`src/rtl/ttl_bank_pkg.sv`:
```
// Shared edge-mode encodings and the capture-decision helper for the TTL register bank.
// Pure combinational definitions; no state, no latency.
package ttl_bank_pkg;

    localparam logic [1:0] EDGE_RISE  = 2'd0;
    localparam logic [1:0] EDGE_FALL  = 2'd1;
    localparam logic [1:0] EDGE_BOTH  = 2'd2;
    localparam logic [1:0] EDGE_LEVEL = 2'd3;

    // Edge modes wait one armed cycle after reset so a strobe already high at reset cannot load.
    function automatic logic ttl_fire(
        input logic [1:0] mode,
        input logic       cen,
        input logic       last_cen,
        input logic       armed
    );
        logic rise;
        logic fall;
        rise = cen & ~last_cen;
        fall = ~cen & last_cen;
        case (mode)
            EDGE_RISE: return rise & armed;
            EDGE_FALL: return fall & armed;
            EDGE_BOTH: return (rise | fall) & armed;
            default:   return cen;
        endcase
    endfunction

endpackage

```
`src/rtl/ttl_dff_chan_sync.sv`:
```
// One register channel: strobe edge detect, arming, synchronous clear, STAGES-deep shift chain.
// New data reaches o_q after STAGES firing strobes; o_ld pulses on the edge that loads stage 0.
module ttl_dff_chan_sync
    import ttl_bank_pkg::*;
#(
    parameter int               WIDTH     = 6,
    parameter int               STAGES    = 1,
    parameter int               EDGE_MODE = 0,
    parameter logic [WIDTH-1:0] RESET_VAL = '0
) (
    input  logic             i_clk,
    input  logic             i_rst,
    input  logic             i_cen,
    input  logic             i_clr_n,
    input  logic [WIDTH-1:0] i_d,
    output logic [WIDTH-1:0] o_q,
    output logic             o_ld
);

    logic [WIDTH-1:0] r_stage [STAGES];
    logic             r_last_cen;
    logic             r_armed;
    logic             r_ld;
    logic             w_fire;

    assign w_fire = ttl_fire(2'(EDGE_MODE), i_cen, r_last_cen, r_armed);

    always_ff @(posedge i_clk or posedge i_rst) begin
        if (i_rst) begin
            for (int k = 0; k < STAGES; k++) r_stage[k] <= RESET_VAL;
            r_last_cen <= 1'b0;
            r_armed    <= 1'b0;
            r_ld       <= 1'b0;
        end else begin
            r_last_cen <= i_cen;
            r_armed    <= 1'b1;
            // Clear wins over a coincident strobe and forces zero, not the reset pattern.
            if (!i_clr_n) begin
                for (int k = 0; k < STAGES; k++) r_stage[k] <= '0;
                r_ld <= 1'b0;
            end else if (w_fire) begin
                r_stage[0] <= i_d;
                for (int k = 1; k < STAGES; k++) r_stage[k] <= r_stage[k-1];
                r_ld <= 1'b1;
            end else begin
                r_ld <= 1'b0;
            end
        end
    end

    assign o_q  = r_stage[STAGES-1];
    assign o_ld = r_ld;

endmodule

```
`src/rtl/ttl_dff_bank_sync.sv`:
```
// Bank of CHANNELS independent TTL-style D registers sharing one clock, with a global active-low OE.
// OE_n is a pure output mux; a disabled bank drives OE_VALUE per channel, as a pulled-up bus would.
module ttl_dff_bank_sync
    import ttl_bank_pkg::*;
#(
    parameter int               CHANNELS  = 2,
    parameter int               WIDTH     = 6,
    parameter int               STAGES    = 1,
    parameter int               EDGE_MODE = 0,
    parameter logic [WIDTH-1:0] RESET_VAL = '0,
    parameter logic [WIDTH-1:0] OE_VALUE  = '1
) (
    input  logic                      i_clk,
    input  logic                      i_rst,
    input  logic [CHANNELS-1:0]       i_cen,
    input  logic [CHANNELS-1:0]       i_clr_n,
    input  logic                      i_oe_n,
    input  logic [CHANNELS*WIDTH-1:0] i_d,
    output logic [CHANNELS*WIDTH-1:0] o_q,
    output logic [CHANNELS-1:0]       o_ld
);

    logic [WIDTH-1:0] w_q [CHANNELS];

    for (genvar g = 0; g < CHANNELS; g++) begin : g_chan
        ttl_dff_chan_sync #(
            .WIDTH     (WIDTH),
            .STAGES    (STAGES),
            .EDGE_MODE (EDGE_MODE),
            .RESET_VAL (RESET_VAL)
        ) u_chan (
            .i_clk   (i_clk),
            .i_rst   (i_rst),
            .i_cen   (i_cen[g]),
            .i_clr_n (i_clr_n[g]),
            .i_d     (i_d[g*WIDTH +: WIDTH]),
            .o_q     (w_q[g]),
            .o_ld    (o_ld[g])
        );

        assign o_q[g*WIDTH +: WIDTH] = i_oe_n ? OE_VALUE : w_q[g];
    end

endmodule

```
`config.mk`:
```
export PLATFORM = sky130hd
export DESIGN_NAME = ttl_dff_bank_sync
export DESIGN_NICKNAME = d
export VERILOG_FILES = /design/src/rtl/ttl_bank_pkg.sv /design/src/rtl/ttl_dff_chan_sync.sv /design/src/rtl/ttl_dff_bank_sync.sv
export SDC_FILE = /design/constraint.sdc
export NUM_CORES = 1
export LEC_CHECK = 0
export CAP_MARGIN = 20
export CORE_ASPECT_RATIO = 1.1
export CORE_UTILIZATION = 40
export DETAILED_ROUTE_END_ITERATION = 8
export PLACE_DENSITY = 0.75
export SYNTH_ARGS = -nofsm -noshare
export SYNTH_HDL_FRONTEND = slang
export SYNTH_SLANG_ARGS = --single-unit
```
`constraint.sdc`:
```
create_clock -name i_clk -period 3.1 [get_ports i_clk]
set_clock_uncertainty 0.1 [all_clocks]
set_input_delay 0.31 -clock i_clk [delete_from_list [all_inputs] [get_ports i_clk]]
set_output_delay 0.31 -clock i_clk [all_outputs]
set_load 0.1 [all_outputs]
```
After elaboration in Yosys (flattened, before gate mapping)
Cells that the tools add are included.
Storage, ports and cells
  memory bits (read-only): 0
  RAM bits: 0
  memories kept: 0
  register bits: 17
  bits in latches: 0
  input port bits: 19
  output and inout bits: 14
Cells by class
  bitwise operators: 6
  multiplexer cells: 10
  div/mod/pow operators: 0
  shift operators: 0
  $add $sub $neg: 0
  $mul: 0
  $lt $le $gt $ge: 0
  reductions and logical operators: 0
  equal/unequal tests: 2
Operator list (number)
  2-to-1 mux 6 bit: 6
  bitwise AND 1 bit: 4
  2-to-1 mux 1 bit: 4
  != test 2 x 1 -> 1 bit (second input constant): 2
  inverter 1 bit: 2

Logic depth before layout (Yosys ltp)
  word-level depth: 5
  mapped depth: 3
  gate-level depth less buffers: 2

By module
Synthesis repeated with hierarchy kept, for this count alone.
Second synthesis, totals
  cells, all modules: 79
  area, all modules: 827.0 um^2
Modules (own cells, without submodules)
  ttl_dff_chan_sync: cells each 33, area an instance 370.4 um^2, times used 2, sequential area each 225.2 um^2
  ttl_dff_bank_sync: cells each 13, area an instance 86.3 um^2, times used 1, sequential area each 0.0 um^2

Worst setup path before layout
Ideal clock, no wire load.
  kind: input-to-output
  start: input i_oe_n
  end: output o_q[0]
  path slack: 1.726 ns
  arrival: 0.964 ns
  stages on the path: 2
  buffers on the path: 1
  cell sequence: clkbuf_1 or2_2
Between the ends
  word-level cells in the longest chain between the ends: 1
Ends and longest elaborated chain
  start: declaration: line ttl_dff_bank_sync.sv:17  | input logic i_oe_n,
  2-to-1 mux 6 bit: line ttl_dff_bank_sync.sv:41  | assign o_q[g*WIDTH +: WIDTH] = i_oe_n ? OE_VALUE : w_q[g];
  end: declaration: line ttl_dff_bank_sync.sv:19  | output logic [CHANNELS*WIDTH-1:0] o_q,
No other way between the ends.

Worst setup path after layout
  start: register g_chan[0].u_chan.r_ld
  end: output o_ld[0]
RTL lines
  start: declaration: line ttl_dff_chan_sync.sv:23  | logic r_ld;
  start signal: assignment: line ttl_dff_chan_sync.sv:33  | r_ld <= 1'b0;
  start signal: assignment: line ttl_dff_chan_sync.sv:40  | r_ld <= 1'b0;
  start signal: assignment: line ttl_dff_chan_sync.sv:44  | r_ld <= 1'b1;
  end: declaration: line ttl_dff_bank_sync.sv:20  | output logic [CHANNELS-1:0] o_ld
No word-level cell between the ends.

==> flow_summary.yaml <==
status:
  status: "finished clean"
run:
  cap_violations: 0
worst_setup_path:
  path_class: "register to output port"
  critPathTopFamily: "buffers and inverters"
  reg2reg_from: "g_chan[0].u_chan.r_last_cen"
  crit_slowest_cell: "clkdlybuf4s50_1"
  endpoint_kind: "output port"
  arrival_ns: 1.75
  crit_cells: 1
  cpPeakStageDelay_ns: 1.13
  path_buf_inv: 1
  r2r_slack_ns: 1.86
  path_cells: "clkdlybuf4s50_1"
  start_kind: "register"
  crit_fanout: 1
  reg2reg_to: "g_chan[0].u_chan.o_q[5]"
  worstRegToRegCells: 2
  cp.required_ns: 2.69
floorplanning:
  dieArea_um2: 2188
  coreArea_um2: 1822
  die_h_um: 48.96
  die_w_um: 44.70
  num_rows: 16
  start_util_pct: 44.02
  ios: 33
detailed_routing:
  ant_nets: 0
  num_vias: 605
  totalWireLength_mm: 1.449
  drt_drc_violations_left: 0
  wl_per_cell_um: 10.81
  via_per_inst: 4.515
  drt_iter0_drc: 9
  drt_first_pass_iters: 4
sta:
  final-hold-violation-count: 0
  setup_viol: 0
  slew_viol_final: 0
  worst_pin_slew_ns: 0.9665
  rsz0062_at_grt: "no"
  fin_tns_setup_ns: 0
  max_slew_margin_pct: 35.36
  worst_slack_ns: 0.9415
  period_needed_ns: 2.158
  fin_crit_sh_pct: 69.63
  timing.fmax_mhz: 463.3
clock_tree:
  cts_buffer_depth: 2
  post_cts_buffers: 0
  ctsHoldBuffers: 0
  clock_latency_ns: 0.29
  clock-sinks: 17
  cts_resized: 0
  clock-root-buffer: "clkbuf_4"
  cts_buffers: 3
  cts_max_level: 1
  path_clk_slew_ns: 0.10
  cts_tree: "done"
worst_hold_path:
  hold_path.class: "input pin to async pin"
grt:
  grt.total_usage_pct: 15.55
  gr-total-overflow: 0
  grt_antenna_before_repair: 0
  grt_pass1_vias: 579
  grt_max_degree: 18
  grt_first_pass_wirelength_mm: 2.504
power:
  p_leak_nw: 0.5215
  peakVddDrop_uv: 324.0
  p_per_area_nw_per_um2: 459.1
logic_synthesis:
  yosysTopAreaCell: "dfrtp_1"
  syn_area_per_cell_um2: 10.28
  synth.top_cell.area_share_pct: 53.04
  syn_inst: 78
  post_synth_num_cell_types: 12
  synthTopCellsByArea: "dfrtp_1 (53%), mux2i_1 (15%), nand2_1 (11%)"
  yosysWarnings: 0
  ys_ff_latch: 17
  ys_seq_area_share_pct: 53.04
  synth_nets: 97
  netlist_area_um2: 802.0
layout:
  syn_to_final_growth_pct: 37.29
  finalNonFillerCells: 134
  final_common_cell: "nand2_1"
  drive_gt1_share_pct: 27.10
  fin_util_pct: 60.44
  layout_common_cells: "nand2_1 (24), clkdlybuf4s50_1 (20), dfrtp_1 (17)"
  antenna_cells: 0
  layout.nets: 127
placed_design:
  dp.cells: 130
  place_congestion: 0.6749
  dp_slack_ns: 1.176
  io_buffers: 32
==> layout make-up <==
| cell class | instances | area [um^2] |
|---|---|---|
| tap | 27 | 33.78 |
| inverter | 1 | 3.754 |
| clock buffer | 4 | 26.28 |
| timing repair buffer | 32 | 290.3 |
| sequential | 17 | 425.4 |
| fill | 166 | 720.7 |
| multi-input combinational | 53 | 321.6 |
==> cells in the mapped netlist <==
cell type / count
mux2i_1: 12
inv_1: 1
dfrtp_1: 17
buf_6: 2
conb_1: 1
buf_2: 2
clkbuf_1: 1
or2_2: 12
buf_4: 2
nand2_1: 24
and3b_1: 2
and2_2: 2
==> registers in the layout, summed over array words and instances (netlist names) <==
register / flops
g_chan.u_chan.o_ld: 2
g_chan.u_chan.r_last_cen: 2
g_chan.u_chan.o_q: 12
g_chan.u_chan.r_armed: 1
==> metal layers <==
metal / track usage, % / share of wire [%]
met5: 0 / 0
met4: 7.576 / 1.9
met2: 24.26 / 51
met1: 20.77 / 44
met3: 2.222 / 2.8
==> power by group <==
| part | internal [mW] | switching [mW] |
|---|---|---|
| registers | 0.229 | 0.00292 |
| clock network | 0.0500 | 0.0683 |
| logic | 0.0475 | 0.107 |
==> through the flow <==
step	power (mW)	hold WS [ns]	cell area, um^2
floorplan	0.3520	0.1361	802.0
global placement	0.3919	0.4058	1075
detailed placement	0.3931	0.4169	1075
CTS	0.5110	0.3222	1101
global route	0.5268	0.3573	1101
finish	0.5055	0.2944	1101
==> how the worst max path moves through the flow <==
stage	slack (ns)	from	endpoint
6_report	0.94	g_chan[0].u_chan.o_ld	o_ld[0]
5_1_grt	0.90	g_chan[0].u_chan.o_ld	o_ld[0]
4_1_cts	0.93	g_chan[0].u_chan.o_ld	o_ld[0]
3_5_place_dp	1.18	i_oe_n	o_q[4]
3_3_place_gp	1.18	i_oe_n	o_q[4]
2_1_floorplan	1.73	i_oe_n	o_q[0]
==> kinds of logic (layout without fill, tap and decap cells) <==
group | Yosys count | in the layout | synth area share, %
buffers and inverters | 8 | 37 | 6.863
DFF | 17 | 17 | 53.04
muxes | 12 | 12 | 14.98
other | 1 | 1 | 0.4676
and+or+nand+nor | 40 | 40 | 24.65
Note: power is estimated with default switching activity, not from simulation.
